===== config.mk =====
export PLATFORM = sky130hd
export DESIGN_NAME = dmem_arbiter
export DESIGN_NICKNAME = d
export VERILOG_FILES = /design/src/rtl/dmem_arb_pkg.sv /design/src/rtl/dmem_arb_picker.sv /design/src/rtl/dmem_arbiter.sv
export SDC_FILE = /design/constraint.sdc
export NUM_CORES = 1
export LEC_CHECK = 0
export BUFFER_PORTS_ARGS = -buffer_cell sky130_fd_sc_hd__buf_2
export CAP_MARGIN = 20
export CORE_UTILIZATION = 45
export DETAILED_ROUTE_END_ITERATION = 8
export PLACE_DENSITY = 0.86
export RECOVER_POWER = 100
export SYNTH_ARGS = -nofsm -noshare
export SYNTH_HDL_FRONTEND = slang
export SYNTH_HIERARCHICAL = 1
export SYNTH_SLANG_ARGS = --single-unit

===== constraint.sdc =====
create_clock -name clk -period 3.89 [get_ports clk]
set_input_delay 0.1945 -clock clk [delete_from_list [all_inputs] [get_ports clk]]
set_output_delay 0.1945 -clock clk [all_outputs]
set_load 0.005 [all_outputs]

===== src/rtl/dmem_arb_pkg.sv =====
// rtl/dmem_arb_pkg.sv - shared types and constants for the data-memory arbiter
package dmem_arb_pkg;

    localparam int NUM_PORTS = 2;

    typedef enum logic [1:0] {
        IDLE   = 2'd0,
        ISSUE  = 2'd1,
        RDWAIT = 2'd2,
        RESP   = 2'd3
    } state_e;

    localparam logic [2:0] WM_BYTE_S = 3'b000;
    localparam logic [2:0] WM_HALF_S = 3'b001;
    localparam logic [2:0] WM_WORD   = 3'b010;
    localparam logic [2:0] WM_BYTE_U = 3'b011;
    localparam logic [2:0] WM_HALF_U = 3'b100;

endpackage


===== src/rtl/dmem_arb_picker.sv =====
// rtl/dmem_arb_picker.sv - winner select for the arbiter; round-robin pointer under DMEM_ARB_RR_EN
module dmem_arb_picker
    import dmem_arb_pkg::*;
(
    input  logic                 clk,
    input  logic                 rst,
    input  logic [NUM_PORTS-1:0] req,
    input  logic                 grant_en,
    output logic                 pick
);

`ifdef DMEM_ARB_RR_EN
    logic last_q;
    logic last_d;

    // On a conflict the port that did not win last time goes first
    always_comb begin
        last_d = last_q;
        if (req == 2'b11) begin
            pick = ~last_q;
        end else begin
            pick = ~req[0];
        end
        if (grant_en) begin
            last_d = pick;
        end
    end

    // Last-winner pointer; reset to 1 so port 0 takes the first conflict
    always_ff @(posedge clk or posedge rst) begin
        if (rst) begin
            last_q <= 1'b1;
        end else begin
            last_q <= last_d;
        end
    end
`else
    logic unused_picker;
    assign unused_picker = clk ^ rst ^ grant_en ^ req[1];

    // Fixed priority: port 0 wins whenever it is requesting
    always_comb begin
        pick = ~req[0];
    end
`endif

endmodule


===== src/rtl/dmem_arbiter.sv =====
// rtl/dmem_arbiter.sv - two-port serialising arbiter for the data memory; DMEM_ARB_RR_EN selects round-robin
module dmem_arbiter
    import dmem_arb_pkg::*;
#(
    parameter int ADDR_W    = 32,
    parameter int DATA_W    = 32,
    parameter int MEM_BYTES = 1024
) (
    input  logic                             clk,
    input  logic                             rst,
    input  logic [NUM_PORTS-1:0]             req,
    input  logic [NUM_PORTS-1:0]             req_we,
    input  logic [NUM_PORTS-1:0][2:0]        req_wmode,
    input  logic [NUM_PORTS-1:0][ADDR_W-1:0] req_addr,
    input  logic [NUM_PORTS-1:0][DATA_W-1:0] req_wdata,
    output logic [NUM_PORTS-1:0]             gnt,
    output logic [NUM_PORTS-1:0]             rvalid,
    output logic [DATA_W-1:0]                rdata,
    output logic [NUM_PORTS-1:0]             err,
    output logic                             mem_we,
    output logic [2:0]                       mem_wmode,
    output logic [ADDR_W-1:0]                mem_addr,
    output logic [DATA_W-1:0]                mem_wdata,
    input  logic [DATA_W-1:0]                mem_rdata
);

    state_e                state_q, state_d;
    logic                  port_q, port_d;
    logic                  we_q, we_d;
    logic                  inr_q, inr_d;
    logic [NUM_PORTS-1:0]  gnt_q, gnt_d;
    logic [NUM_PORTS-1:0]  rvalid_q, rvalid_d;
    logic [NUM_PORTS-1:0]  err_q, err_d;
    logic [DATA_W-1:0]     rdata_q, rdata_d;
    logic                  mem_we_q, mem_we_d;
    logic [2:0]            mem_wmode_q, mem_wmode_d;
    logic [ADDR_W-1:0]     mem_addr_q, mem_addr_d;
    logic [DATA_W-1:0]     mem_wdata_q, mem_wdata_d;
    logic                  pick;
    logic                  pick_inr;
    logic                  grant_en;

    // Widened by one bit so addresses near the top of the space cannot wrap into range
    function automatic logic in_range(input logic [ADDR_W-1:0] a);
        logic [ADDR_W:0] last_byte;
        last_byte = {1'b0, a} + (ADDR_W+1)'(3);
        return last_byte < (ADDR_W+1)'(MEM_BYTES);
    endfunction

    assign grant_en = (state_q == IDLE) && (|req);

    dmem_arb_picker u_picker (
        .clk      (clk),
        .rst      (rst),
        .req      (req),
        .grant_en (grant_en),
        .pick     (pick)
    );

    // Range check of the candidate command, evaluated only when it is being latched
    always_comb begin
        pick_inr = in_range(req_addr[pick]);
    end

    // Next-state and next-output logic; every output is taken from a register
    always_comb begin
        state_d     = state_q;
        port_d      = port_q;
        we_d        = we_q;
        inr_d       = inr_q;
        gnt_d       = '0;
        rvalid_d    = '0;
        err_d       = '0;
        rdata_d     = rdata_q;
        mem_we_d    = 1'b0;
        mem_wmode_d = mem_wmode_q;
        mem_addr_d  = mem_addr_q;
        mem_wdata_d = mem_wdata_q;
        case (state_q)
            IDLE: begin
                if (|req) begin
                    state_d     = ISSUE;
                    port_d      = pick;
                    we_d        = req_we[pick];
                    inr_d       = pick_inr;
                    gnt_d[pick] = 1'b1;
                    mem_we_d    = req_we[pick] & pick_inr;
                    mem_wmode_d = req_wmode[pick];
                    mem_addr_d  = req_addr[pick];
                    mem_wdata_d = req_wdata[pick];
                end
            end
            ISSUE: begin
                if (!inr_q) begin
                    state_d       = RESP;
                    err_d[port_q] = 1'b1;
                    rdata_d       = '0;
                end else if (we_q) begin
                    state_d = IDLE;
                end else begin
                    state_d = RDWAIT;
                end
            end
            RDWAIT: begin
                state_d          = RESP;
                rdata_d          = mem_rdata;
                rvalid_d[port_q] = 1'b1;
            end
            RESP: begin
                state_d = IDLE;
            end
            default: begin
                state_d = IDLE;
            end
        endcase
    end

    // State and registered outputs; reset abandons any access in flight
    always_ff @(posedge clk or posedge rst) begin
        if (rst) begin
            state_q     <= IDLE;
            port_q      <= 1'b0;
            we_q        <= 1'b0;
            inr_q       <= 1'b0;
            gnt_q       <= '0;
            rvalid_q    <= '0;
            err_q       <= '0;
            rdata_q     <= '0;
            mem_we_q    <= 1'b0;
            mem_wmode_q <= '0;
            mem_addr_q  <= '0;
            mem_wdata_q <= '0;
        end else begin
            state_q     <= state_d;
            port_q      <= port_d;
            we_q        <= we_d;
            inr_q       <= inr_d;
            gnt_q       <= gnt_d;
            rvalid_q    <= rvalid_d;
            err_q       <= err_d;
            rdata_q     <= rdata_d;
            mem_we_q    <= mem_we_d;
            mem_wmode_q <= mem_wmode_d;
            mem_addr_q  <= mem_addr_d;
            mem_wdata_q <= mem_wdata_d;
        end
    end

    assign gnt       = gnt_q;
    assign rvalid    = rvalid_q;
    assign err       = err_q;
    assign rdata     = rdata_q;
    assign mem_we    = mem_we_q;
    assign mem_wmode = mem_wmode_q;
    assign mem_addr  = mem_addr_q;
    assign mem_wdata = mem_wdata_q;

endmodule


After elaboration in Yosys (flattened, before gate mapping)
Cells that the tools add are included. Widths: inputs -> output; s select.

Add/sub/neg operators: 1. $mul: 0. Div/mod/pow operators: 0. $lt $le $gt $ge: 5. Equal/unequal tests: 5. Shifts and indexed selects: 0. Multiplexer cells: 25. Bitwise gates (word level): 2. Reduce and logical (&&, ||, !) cells: 7.

Operators by type and width (number): $mux 32 (5); $pmux 32 s2 (1); $add 32x2->33 const B (1); $lt 33x11->1 const B (1); $mux 2 (8); $pmux 2 s4 (1); $mux 1 (6); $mux 3 (2); $eq 2x2->1 const B (2); $lt 1x2->1 const B (2); $reduce_and 2->1 (2); $demux 1 s1 (2); $eq 2x1->1 const B (1); $ge 1x1->1 const B (2); $logic_and 1x1->1 (2); $logic_not 2->1 (1); $ne 2x1->1 const B (1); $ne 2x2->1 const B (1); $reduce_bool 2->1 (1); $reduce_or 2->1 (1); $and 1x1->1 (1); $not 1->1 (1).

Flip-flop bits (word level): 111. Latch bits: 0. RAM bits: 0. Memory bits (read-only): 0. Input bits: 172. Output and inout port bits: 106. Logic and storage cells: 57. Memories kept: 0.

Logic depth before layout (Yosys ltp)
Gate-level depths: netlist of the first run.

Depth after elaboration: 8. Depth in mapped cells: 11. Mapped depth without buffers: 8.

By module
Netlist of the first run, hierarchy kept.

By module, submodules not included: dmem_arbiter (times used 1, cells an instance 531, area an instance 5477.8 µm², sequential area each 2777.7 µm²); dmem_arb_picker (times used 1, cells an instance 1, area an instance 3.8 µm², sequential area each 0.0 µm²).

Worst setup path after synthesis of the first run
No wires, ideal clock.

Path kind: input to register. From: input req[0]. To: register mem_we_q (netlist: mem_we). Setup time: 0.096 ns. Arrival time: 2.158 ns. Required time: 3.794 ns. Path slack: 1.636 ns. Cell stages on the path: 9. Path buffers: 1. Cell sequence: inv_1 buf_6 nand4b_1 a221oi_4 o211ai_1 a2111o_1 a211oi_2 nand4_1 nor4_2.

Cells in the longest elaborated chain, start to end: 7. Elaborated cells on any way between the ends: 10. Those cells by class: add/sub: 1; order compare: 1; mux: 6; bitwise: 1; reduce/logical: 1.

Ends and longest elaborated chain: start, declared (line dmem_arbiter.sv:11) `input logic [NUM_PORTS-1:0] req,`; $mux 32 (implied by the code) (2 in series) (line dmem_arbiter.sv:62) `pick_inr = in_range(req_addr[pick]);`; $add 32x2->33 (line dmem_arbiter.sv:46) `last_byte = {1'b0, a} + (ADDR_W+1)'(3);`; $lt 33x11->1 (line dmem_arbiter.sv:47) `return last_byte < (ADDR_W+1)'(MEM_BYTES);`; $and 1x1->1 (line dmem_arbiter.sv:87) `mem_we_d = req_we[pick] & pick_inr;`; $mux 1 * (line dmem_arbiter.sv:81) `if (|req) begin`; $mux 1 * (line dmem_arbiter.sv:79) `case (state_q)`; named net mem_we_d (line dmem_arbiter.sv:35) `logic mem_we_q, mem_we_d;`; end signal, assigned (line dmem_arbiter.sv:142) `mem_we_q <= mem_we_d;`; end, declared (line dmem_arbiter.sv:35).

Mark *: on every way through the listed nets, which the timed path passes. The rest lies on a longest branch. The select of a mux whose other input is x is not followed. A chain may end at the register's enable or synchronous reset.

==> results.py, run 1 <==
metrics = {
    "power": {
        "pwr_density_cell_nw_per_um2": 651,
        "internal_power_uw": 2960,
        "total_switching_power_uw": 1720,
        "power_leakage_uw": 0.00368,
        "combinationalPowerShare_pct": 37.0,
        "switching_share_pct": 36.7,
        "p_seq_share_pct": 42.7,
        "max-vdd-ir-drop_uv": 369,
        "power.clock.fraction_pct": 20.2,
    },
    "critical_path": {
        "crit_slowest_cell": "clkbuf_1",
        "critPathArrivalTime_ps": 3310,
        "cp-start-kind": "register",
        "critical_path.most_common_cell": "clkbuf_1",
        "timing_worst_setup_path_type": "register to register",
        "crit_fanout": 34,
        "ordered_cell_list_for_the_critical_path": "nor2b_1, clkbuf_1, nor2_1, clkbuf_1, a22o_1",
        "crit_path_max_incr_delay_ps": 1080,
        "critical_path_required_ps": 4130,
        "setup.worst_path.end_class": "register",
    },
    "timing": {
        "grt_setup_unrepaired": "false",
        "fin_tns_setup_ps": 0,
        "final.period_utilization_pct": 79.0,
        "worst-slew-pin-transition_ps": 2510,
        "fin_crit_ps": 3070,
        "max_freq_mhz": 326,
        "finalClockSkew_ps": 4.38,
        "hold_viol_final": 0,
        "worst_slew_margin_rel_pct": -67.3,
        "finalSetupViolations": 0,
        "maxSlewViolCount": 180,
    },
    "drt": {
        "drc": 0,
        "vias": 5154,
        "wirelength_routed_um": 15900,
        "route.detailed.wl_per_inst_um": 16.9,
        "detail_route.vias_per_cell": 5.47,
        "detail_route.iter0.violations": 322,
        "length_of_the_first_detailed_routing_pass_in_iterations": 5,
        "route.antenna.remaining_nets": 0,
    },
    "yosys": {
        "postSynthRegisterBits": 111,
        "yosysSeqAreaShare_pct": 50.7,
        "post_synth_inst_count": 532,
        "synth-edff-count": 0,
        "ys_types": 49,
        "synth_ff_type": "dfrtp_1",
        "avgSynthCellArea_um2": 10.3,
        "async_reset_ff_share_pct": 100,
        "synthesis.area_um2": 5480,
        "yosys_warnings": 6,
        "syn_nets": 704,
    },
    "floorplanning": {
        "floorplan.die_area_um2": 12600,
        "start_util_pct": 47.0,
        "io_pins": 278,
        "floorplan.die.width_um": 112,
        "num_rows": 39,
        "coreArea_um2": 11700,
        "die_ht_um": 112,
    },
    "finish": {
        "post_layout_nonfiller_instances": 942,
        "num-nets-final": 966,
        "post_route_cells_drive_above_1_share_pct": 31.8,
        "area_growth_from_synthesis_to_final_layout_pct": 31.0,
    },
    "global_route": {
        "antenna_found_initial": 1,
        "grt_pass1_vias": 4980,
        "gr-total-overflow": 0,
        "grt_use_total_pct": 25.6,
        "wire_length_of_the_first_global_routing_pass_um": 25200,
        "grt_max_degree": 96,
    },
    "cts": {
        "inserted_clock_buffers": 9,
        "clkSinkCount": 111,
        "tritoncts": "done",
        "clk-insertion-delay-late_ps": 360,
        "cts.clk_slew.worst_paths_ps": 70,
        "cts.root.buffer_cell": "clkbuf_16",
        "cts.hold.buffers_added": 0,
        "ctsLongestPathBuffers": 2,
        "h_tree_depth": 3,
        "postCtsSetupRepairBufs": 0,
        "cts.repair.resized": 0,
    },
    "outcome": {
        "failed_checks": "capacitance limit, slew limit",
        "run_status": "complete, but fails checks",
    },
    "place": {
        "placedCellCount": 924,
        "hpwl_um": 11900,
        "port_buffers": 277,
        "globalplace.congestion": 0.910,
    },
    "hold_path": {
        "worstHoldPathType": "primary input to register",
    },
    "job": {
        "maxCapViolations": 3,
    },
}
-- registers in the layout, summed over array words and instances, names as in the netlist, named ones only --
register   flops
rvalid         2
rdata         32
mem_we         1
inr_q          1
port_q         1
err            2
mem_wmode      3
gnt            2
state_q        1
mem_addr      32
we_q           1
mem_wdata     32
-- critical path: cells and delay by family, from the launching register on --
kind / cells / cell delay [ps]
buffers and inverters: 2 / 1650
and+or+nand+nor: 2 / 540
DFF: 1 / 400
AOI/OAI and AO/OA: 1 / 360
-- worst paths after layout --
| check | startpoint | endpoint | slack (ps) | cells past startpoint |
|---|---|---|---|---|
| worst max-delay path | register | rdata[9]$_DFFE_PP0P_ | 820 | 5 |
| worst min-delay path | mem_rdata[27] | rdata[27]$_DFFE_PP0P_ | 60 | 2 |
| worst max register to register | register | rdata[9]$_DFFE_PP0P_ | 820 | 5 |
| worst min register to register | mem_wdata[10]$_DFFE_PP0P_ | mem_wdata[10]$_DFFE_PP0P_ | 480 | 2 |
| max in group asynchronous | rst | mem_addr[23]$_DFFE_PP0P_ | 910 | 5 |
| min in group asynchronous | rst | mem_wdata[12]$_DFFE_PP0P_ | 890 | 3 |
-- cells in the final DEF (no fill, tap or decap), types with 3 or more instances in the layout --
cell       synthesis  final
clkbuf_1          21     59
nor3_1             4      4
o22ai_1            6      6
a22o_1            33     33
clkbuf_16          0      9
o211ai_1           7      7
nand2_1           91     91
o2111ai_1          4      4
mux2i_1           63     63
nand4_1            6      6
a21o_1             3      3
nand3_1           12     12
dfrtp_1          111    111
mux2_2             5      5
o21ai_0           67     67
nand2b_1           6      6
buf_2              9    220
a22oi_1            5      5
nand4b_1           3      3
a31oi_1            6      6
nand3b_1           6      6
a21oi_1            6      6
nor2_1            13     13
nor2b_1            6      6
-- Yosys cell counts (all sizes together) (2+ instances only) --
library cell    n  share of area (%)
dfrtp         111                 51
nand2          91                6.2
o21ai          68                6.2
mux2i          63                 12
a22o           33                5.3
clkbuf         21                1.4
buf            13                1.4
nor2           13               0.89
nand3          12                1.1
nand3b          7                1.2
nand4           7               0.91
o211ai          7               0.96
a21oi           6               0.55
a31oi           6               0.68
nand2b          6               0.68
nor2b           6               0.68
o22ai           6               0.68
a22oi           5               0.68
mux2            5                1.0
and2            4               0.46
inv             4               0.27
nand4b          4               0.91
nor3            4               0.37
o2111ai         4               0.64
a21o            3               0.41
a211oi          2               0.37
a21bo           2               0.37
nor3b           2               0.27
nor4            2               0.46
o211a           2               0.37
xor2            2               0.32
-- power by group through the flow --
stage,combinational (uW),clock (uW),sequential [uW]
2_1_floorplan,867,0,2050
3_3_place_gp,1760,0,1970
3_5_place_dp,1850,0,2000
4_1_cts,1860,970,1980
5_1_grt,1940,1010,2050
6_report,1730,946,2000
-- cell families after synthesis --
logic type / after synthesis / synth area share [%]
multiplexers: 68 / 12.5
flip-flops: 111 / 50.7
AO/OA/AOI/OAI: 153 / 19.0
XOR/XNOR: 2 / 0.320
buffers and inverters: 38 / 3.08
AND/OR/NAND/NOR: 160 / 14.4
-- per-stage QoR --
step	util (%)	power [uW]	worst slack [ps]	hold slack (ps)	area, um^2
after floorplan	-	2910	765	334	5480
after global placement	59.6	3730	858	418	6950
after detailed placement	59.8	3860	796	426	6980
after CTS	62.5	4820	1100	49.6	7290
after global routing	61.6	5010	404	53.8	7180
final	61.6	4670	818	61.3	7180
-- layout make-up --
cell class,instances,area (um^2)
inverters,4,18.8
diodes,1,2.50
flip-flops and latches,111,2780
repair buffers,285,1360
fillers,1015,4480
multi-input cells,383,2530
clock inverters,6,81.3
clock buffers,9,225
well taps,143,179
-- per-layer routing --
metal	part of all wire [%]	routed length (um)	track usage [%]
met4	2.8	442	11.5
met5	0	0	0
met1	42	6610	30.8
met3	7.5	1200	7.51
met2	48	7660	42.7
Power figures use the tool's default switching activity.
==> inputs of run 2 (changes only) <==
==> constraint.sdc (replaced) <==
create_clock -name clk -period 2.9 [get_ports clk]
set_input_delay 0.145 -clock clk [delete_from_list [all_inputs] [get_ports clk]]
set_output_delay 0.145 -clock clk [all_outputs]
set_load 0.005 [all_outputs]
==> results.py, run 2 (synthesized netlist as in run 1, its figures left out) <==
metrics = {
    "floorplanning": {
        "num_rows": 39,
        "floorplan.die.width_um": 112,
        "die_ht_um": 112,
        "start_util_pct": 47.0,
        "io_pins": 278,
        "coreArea_um2": 11700,
        "floorplan.die_area_um2": 12600,
    },
    "cts": {
        "cts.repair.resized": 0,
        "clkSinkCount": 111,
        "h_tree_depth": 3,
        "tritoncts": "done",
        "cts.root.buffer_cell": "clkbuf_16",
        "ctsLongestPathBuffers": 2,
        "cts.clk_slew.worst_paths_ps": 70,
        "cts.hold.buffers_added": 0,
        "inserted_clock_buffers": 9,
        "postCtsSetupRepairBufs": 0,
        "clk-insertion-delay-late_ps": 340,
    },
    "global_route": {
        "grt_pass1_vias": 4814,
        "antenna_found_initial": 1,
        "wire_length_of_the_first_global_routing_pass_um": 24500,
        "grt_use_total_pct": 24.8,
        "gr-total-overflow": 0,
        "grt_max_degree": 134,
    },
    "timing": {
        "worst-slew-pin-transition_ps": 2410,
        "fin_crit_ps": 2570,
        "max_freq_mhz": 389,
        "maxSlewViolCount": 112,
        "fin_tns_setup_ps": 0,
        "grt_setup_unrepaired": "false",
        "final.period_utilization_pct": 88.6,
        "finalClockSkew_ps": 8.29,
        "finalSetupViolations": 0,
        "final.hold.worst_slack_ps": 29.8,
        "worst_slew_margin_rel_pct": -60.8,
        "hold_viol_final": 0,
    },
    "critical_path": {
        "crit_fanout": 23,
        "ordered_cell_list_for_the_critical_path": "buf_2, inv_4, nand4_1, a222oi_1, o211ai_1, a2111o_1, a211oi_2, nand4_1, nor4_1",
        "crit_slowest_cell": "a222oi_1",
        "setup.worst_path.end_class": "register",
        "number_of_buffers_and_inverters_on_the_critical_path": 2,
        "critical_path.most_common_cell": "nand4_1",
        "cp-start-kind": "primary input",
        "timing_worst_setup_path_type": "primary input to register",
        "crit_path_max_incr_delay_ps": 620,
        "crit_path_start": "req[0]",
        "r2r_slack_ps": 420,
        "path_delay_family": "compound AO/OA/AOI/OAI gates",
        "critical_path_required_ps": 3120,
        "critPathArrivalTime_ps": 2790,
    },
    "power": {
        "pwr_density_cell_nw_per_um2": 873,
        "power.clock.fraction_pct": 21.3,
        "p_seq_share_pct": 42.3,
        "max-vdd-ir-drop_uv": 402,
        "total_switching_power_uw": 2280,
        "combinationalPowerShare_pct": 36.5,
        "power_leakage_uw": 0.00371,
        "switching_share_pct": 36.1,
        "internal_power_uw": 4050,
    },
    "place": {
        "placedCellCount": 930,
        "globalplace.congestion": 0.891,
        "port_buffers": 277,
        "hpwl_um": 11800,
    },
    "drt": {
        "route.detailed.wl_per_inst_um": 16.5,
        "detail_route.iter0.violations": 258,
        "length_of_the_first_detailed_routing_pass_in_iterations": 4,
        "route.antenna.remaining_nets": 0,
        "vias": 5153,
        "wirelength_routed_um": 15600,
        "detail_route.vias_per_cell": 5.44,
        "drc": 0,
    },
    "hold_path": {
        "worstHoldPathType": "primary input to register",
        "worst_min_path_start": "mem_rdata[1]",
    },
    "outcome": {
        "failed_checks": "capacitance limit, slew limit",
        "run_status": "complete, but fails checks",
    },
    "finish": {
        "final_common_cell": "buf_2",
        "post_layout_nonfiller_instances": 947,
        "final_core_util_pct": 62.2,
        "layout_common_cells": "buf_2, dfrtp_1, nand2_1, o21ai_0, clkbuf_1",
        "area_growth_from_synthesis_to_final_layout_pct": 32.4,
        "post_route_cells_drive_above_1_share_pct": 32.1,
        "num-nets-final": 970,
    },
    "job": {
        "maxCapViolations": 1,
    },
}
## run 2: cell count changes in the layout (fill, tap and decap cells not counted), moves of 2 or more
| cell | previous run | this run |
|---|---|---|
| buf_4 | 2 | 8 |
| clkbuf_1 | 59 | 64 |
| clkbuf_2 | 2 | 0 |
| buf_2 | 220 | 214 |
## run 2: final timing paths
check	endpoint	cells past startpoint
min in group asynchronous	mem_wdata[15]$_DFFE_PP0P_	3
worst min register to register	mem_addr[7]$_DFFE_PP0P_	2
max in group asynchronous	mem_wdata[26]$_DFFE_PP0P_	3
worst min-delay path	rdata[1]$_DFFE_PP0P_	2
worst max register to register	rdata[30]$_DFFE_PP0P_	5
worst max-delay path	mem_we$_DFF_PP0_	9
## run 2: power groups by stage
| stage | registers [uW] | logic, uW | clock network [uW] |
|---|---|---|---|
| after floorplan | 2750 | 1160 | 0 |
| after global placement | 2640 | 2400 | 0 |
| after detailed placement | 2680 | 2460 | 0 |
| after CTS | 2660 | 2470 | 1380 |
| after global routing | 2760 | 2590 | 1450 |
| final | 2680 | 2310 | 1350 |
## run 2: layout make-up
cell class	instances	area, um^2
flip-flops and latches	111	2780
inverters	4	21.3
fillers	996	4400
well taps	143	179
diodes	1	2.50
clock inverters	7	105
repair buffers	289	1400
multi-input cells	383	2540
clock buffers	9	225
## run 2: stage by stage
step                      power, uW  setup slack (ps)  instance area, um^2
final                          6330               329                 7260
after global routing           6790               164                 7260
after CTS                      6510               426                 7370
after detailed placement       5150              61.2                 7040
after global placement         5040               134                 7040
after floorplan                3910               695                 5490
## run 2: metal layers
layer	track usage, %	vias up	share of wire [%]
li1	-	2479	-
met1	31.2	2434	42
met2	41.7	208	49
met3	5.89	32	6.2
met4	9.07	0	2.6
met5	0	-	0
==> inputs of run 3 (changes only) <==
--- a/config.mk
+++ b/config.mk
@@ -10,7 +10,7 @@
 export CORE_UTILIZATION = 45
 export DETAILED_ROUTE_END_ITERATION = 8
 export PLACE_DENSITY = 0.86
-export RECOVER_POWER = 100
+export RECOVER_POWER = 25
 export SYNTH_ARGS = -nofsm -noshare
 export SYNTH_HDL_FRONTEND = slang
 export SYNTH_HIERARCHICAL = 1
==> results.py, run 3 (synthesized netlist as in run 1, its figures left out) <==
metrics = {
    "place": {
        "port_buffers": 277,
        "placement.setup.worst_slack_ps": 61.2,
        "placedCellCount": 930,
        "hpwl_um": 11800,
        "globalplace.congestion": 0.891,
    },
    "timing": {
        "final.period_utilization_pct": 88.5,
        "grt_setup_unrepaired": "false",
        "worst-slew-pin-transition_ps": 2440,
        "max_freq_mhz": 390,
        "fin_tns_setup_ps": 0,
        "fin_crit_ps": 2570,
        "hold_viol_final": 0,
        "final.hold.worst_slack_ps": 30.4,
        "maxSlewViolCount": 112,
        "worst_slew_margin_rel_pct": -62.7,
        "postLayoutSetupSlackWorst_ps": 334,
        "finalClockSkew_ps": 8.87,
        "finalSetupViolations": 0,
    },
    "drt": {
        "vias": 5146,
        "drc": 0,
        "wirelength_routed_um": 15600,
        "detail_route.iter0.violations": 299,
        "route.detailed.wl_per_inst_um": 16.4,
        "detail_route.vias_per_cell": 5.43,
        "route.antenna.remaining_nets": 0,
        "length_of_the_first_detailed_routing_pass_in_iterations": 4,
    },
    "critical_path": {
        "setup.worst_path.end_class": "register",
        "critPathArrivalTime_ps": 2810,
        "crit_fanout": 23,
        "cp-start-kind": "primary input",
        "timing_worst_setup_path_type": "primary input to register",
        "path_depth_of_the_worst_reg2reg_path": 5,
        "critical_path_required_ps": 3140,
    },
    "cts": {
        "clkSinkCount": 111,
        "cts.root.buffer_cell": "clkbuf_16",
        "cts.hold.buffers_added": 0,
        "h_tree_depth": 3,
        "cts.repair.resized": 0,
        "postCtsSetupRepairBufs": 0,
        "ctsLongestPathBuffers": 2,
        "inserted_clock_buffers": 9,
        "clk-insertion-delay-late_ps": 340,
        "tritoncts": "done",
        "cts.clk_slew.worst_paths_ps": 70,
    },
    "hold_path": {
        "worst_hold_path_cell_count": 2,
        "worstHoldPathType": "primary input to register",
    },
    "global_route": {
        "wire_length_of_the_first_global_routing_pass_um": 24500,
        "grt_pass1_vias": 4814,
        "gr-total-overflow": 0,
        "grt_max_degree": 134,
        "antenna_found_initial": 1,
        "grt_use_total_pct": 24.8,
    },
    "power": {
        "power_leakage_uw": 0.00393,
        "pwr_density_cell_nw_per_um2": 875,
        "total_power_uw": 6440,
        "max-vdd-ir-drop_uv": 402,
    },
    "floorplanning": {
        "coreArea_um2": 11700,
        "io_pins": 278,
        "floorplan.die_area_um2": 12600,
        "die_ht_um": 112,
        "start_util_pct": 47.0,
        "num_rows": 39,
        "floorplan.die.width_um": 112,
    },
    "finish": {
        "multi_input_comb_area_um2": 2550,
        "post_layout_nonfiller_instances": 947,
        "post_route_cells_drive_above_1_share_pct": 40.2,
        "final.fill_count": 963,
        "layout.area.seq_um2": 2780,
        "num-nets-final": 970,
        "layout_common_cells": "buf_2, dfrtp_1, nand2_1, o21ai_0, mux2i_1",
        "area_growth_from_synthesis_to_final_layout_pct": 34.3,
        "final_common_cell": "buf_2",
    },
    "outcome": {
        "run_status": "complete, but fails checks",
        "failed_checks": "capacitance limit, slew limit",
    },
    "job": {
        "maxCapViolations": 1,
    },
}
==> run 3: changes by cell type in the layout (fill, tap and decap cells not counted), moves of 2 or more <==
| cell | delta |
|---|---|
| and2_1 | +2 |
| and2_0 | -2 |
| clkbuf_1 | -63 |
| buf_2 | +63 |
==> run 3: power breakdown <==
group	total [uW]	switching [uW]	internal (uW)
clock	1340	573	770
sequential	2660	370	2290
combinational	2440	1320	1110
total	6440	2260	4170
==> run 3: final timing paths <==
check,start,slack [ps],end
setup / recovery,req[0],330,mem_we$_DFF_PP0_
hold / removal,mem_rdata[1],30,rdata[1]$_DFFE_PP0P_
setup reg to reg,register,1200,rdata[30]$_DFFE_PP0P_
hold reg to reg,mem_addr[7]$_DFFE_PP0P_,470,mem_addr[7]$_DFFE_PP0P_
max in group asynchronous,rst,740,mem_wdata[26]$_DFFE_PP0P_
min in group asynchronous,rst,740,gnt[0]$_DFF_PP0_
==> run 3: area by class of cell <==
type	instances	share of cell area, %
Clock inverter	7	1.43
Sequential cell	111	37.7
Inverter	4	0.289
Multi-Input combinational cell	383	34.7
Timing Repair Buffer	289	20.4
Tap cell	143	2.43
Clock buffer	9	3.06
Antenna cell	1	0.0340
==> run 3: per-layer routing <==
| layer | wire length, um | GRT usage [%] | vias to the layer above | part of all wire, % |
|---|---|---|---|---|
| li1 | - | - | 2475 | - |
| met1 | 6470 | 31.2 | 2421 | 42 |
| met2 | 7670 | 41.7 | 220 | 49 |
| met3 | 1020 | 5.89 | 30 | 6.6 |
| met4 | 405 | 9.07 | 0 | 2.6 |
| met5 | 0 | 0 | - | 0 |
==> run 3: worst max-delay path: stages <==
cell and delay (ps):
buf_2 150, inv_4 260, nand4_1 230, a222oi_1 650, o211ai_1 300, a2111o_1 420
a211oi_2 230, nand4_1 150, nor4_2 260
==> run 3: per-stage QoR <==
stage,util [%],area [um^2]
6_report,63.1,7360
5_1_grt,63.1,7360
4_1_cts,63.2,7370
3_5_place_dp,60.4,7040
3_3_place_gp,60.4,7040
2_1_floorplan,-,5490
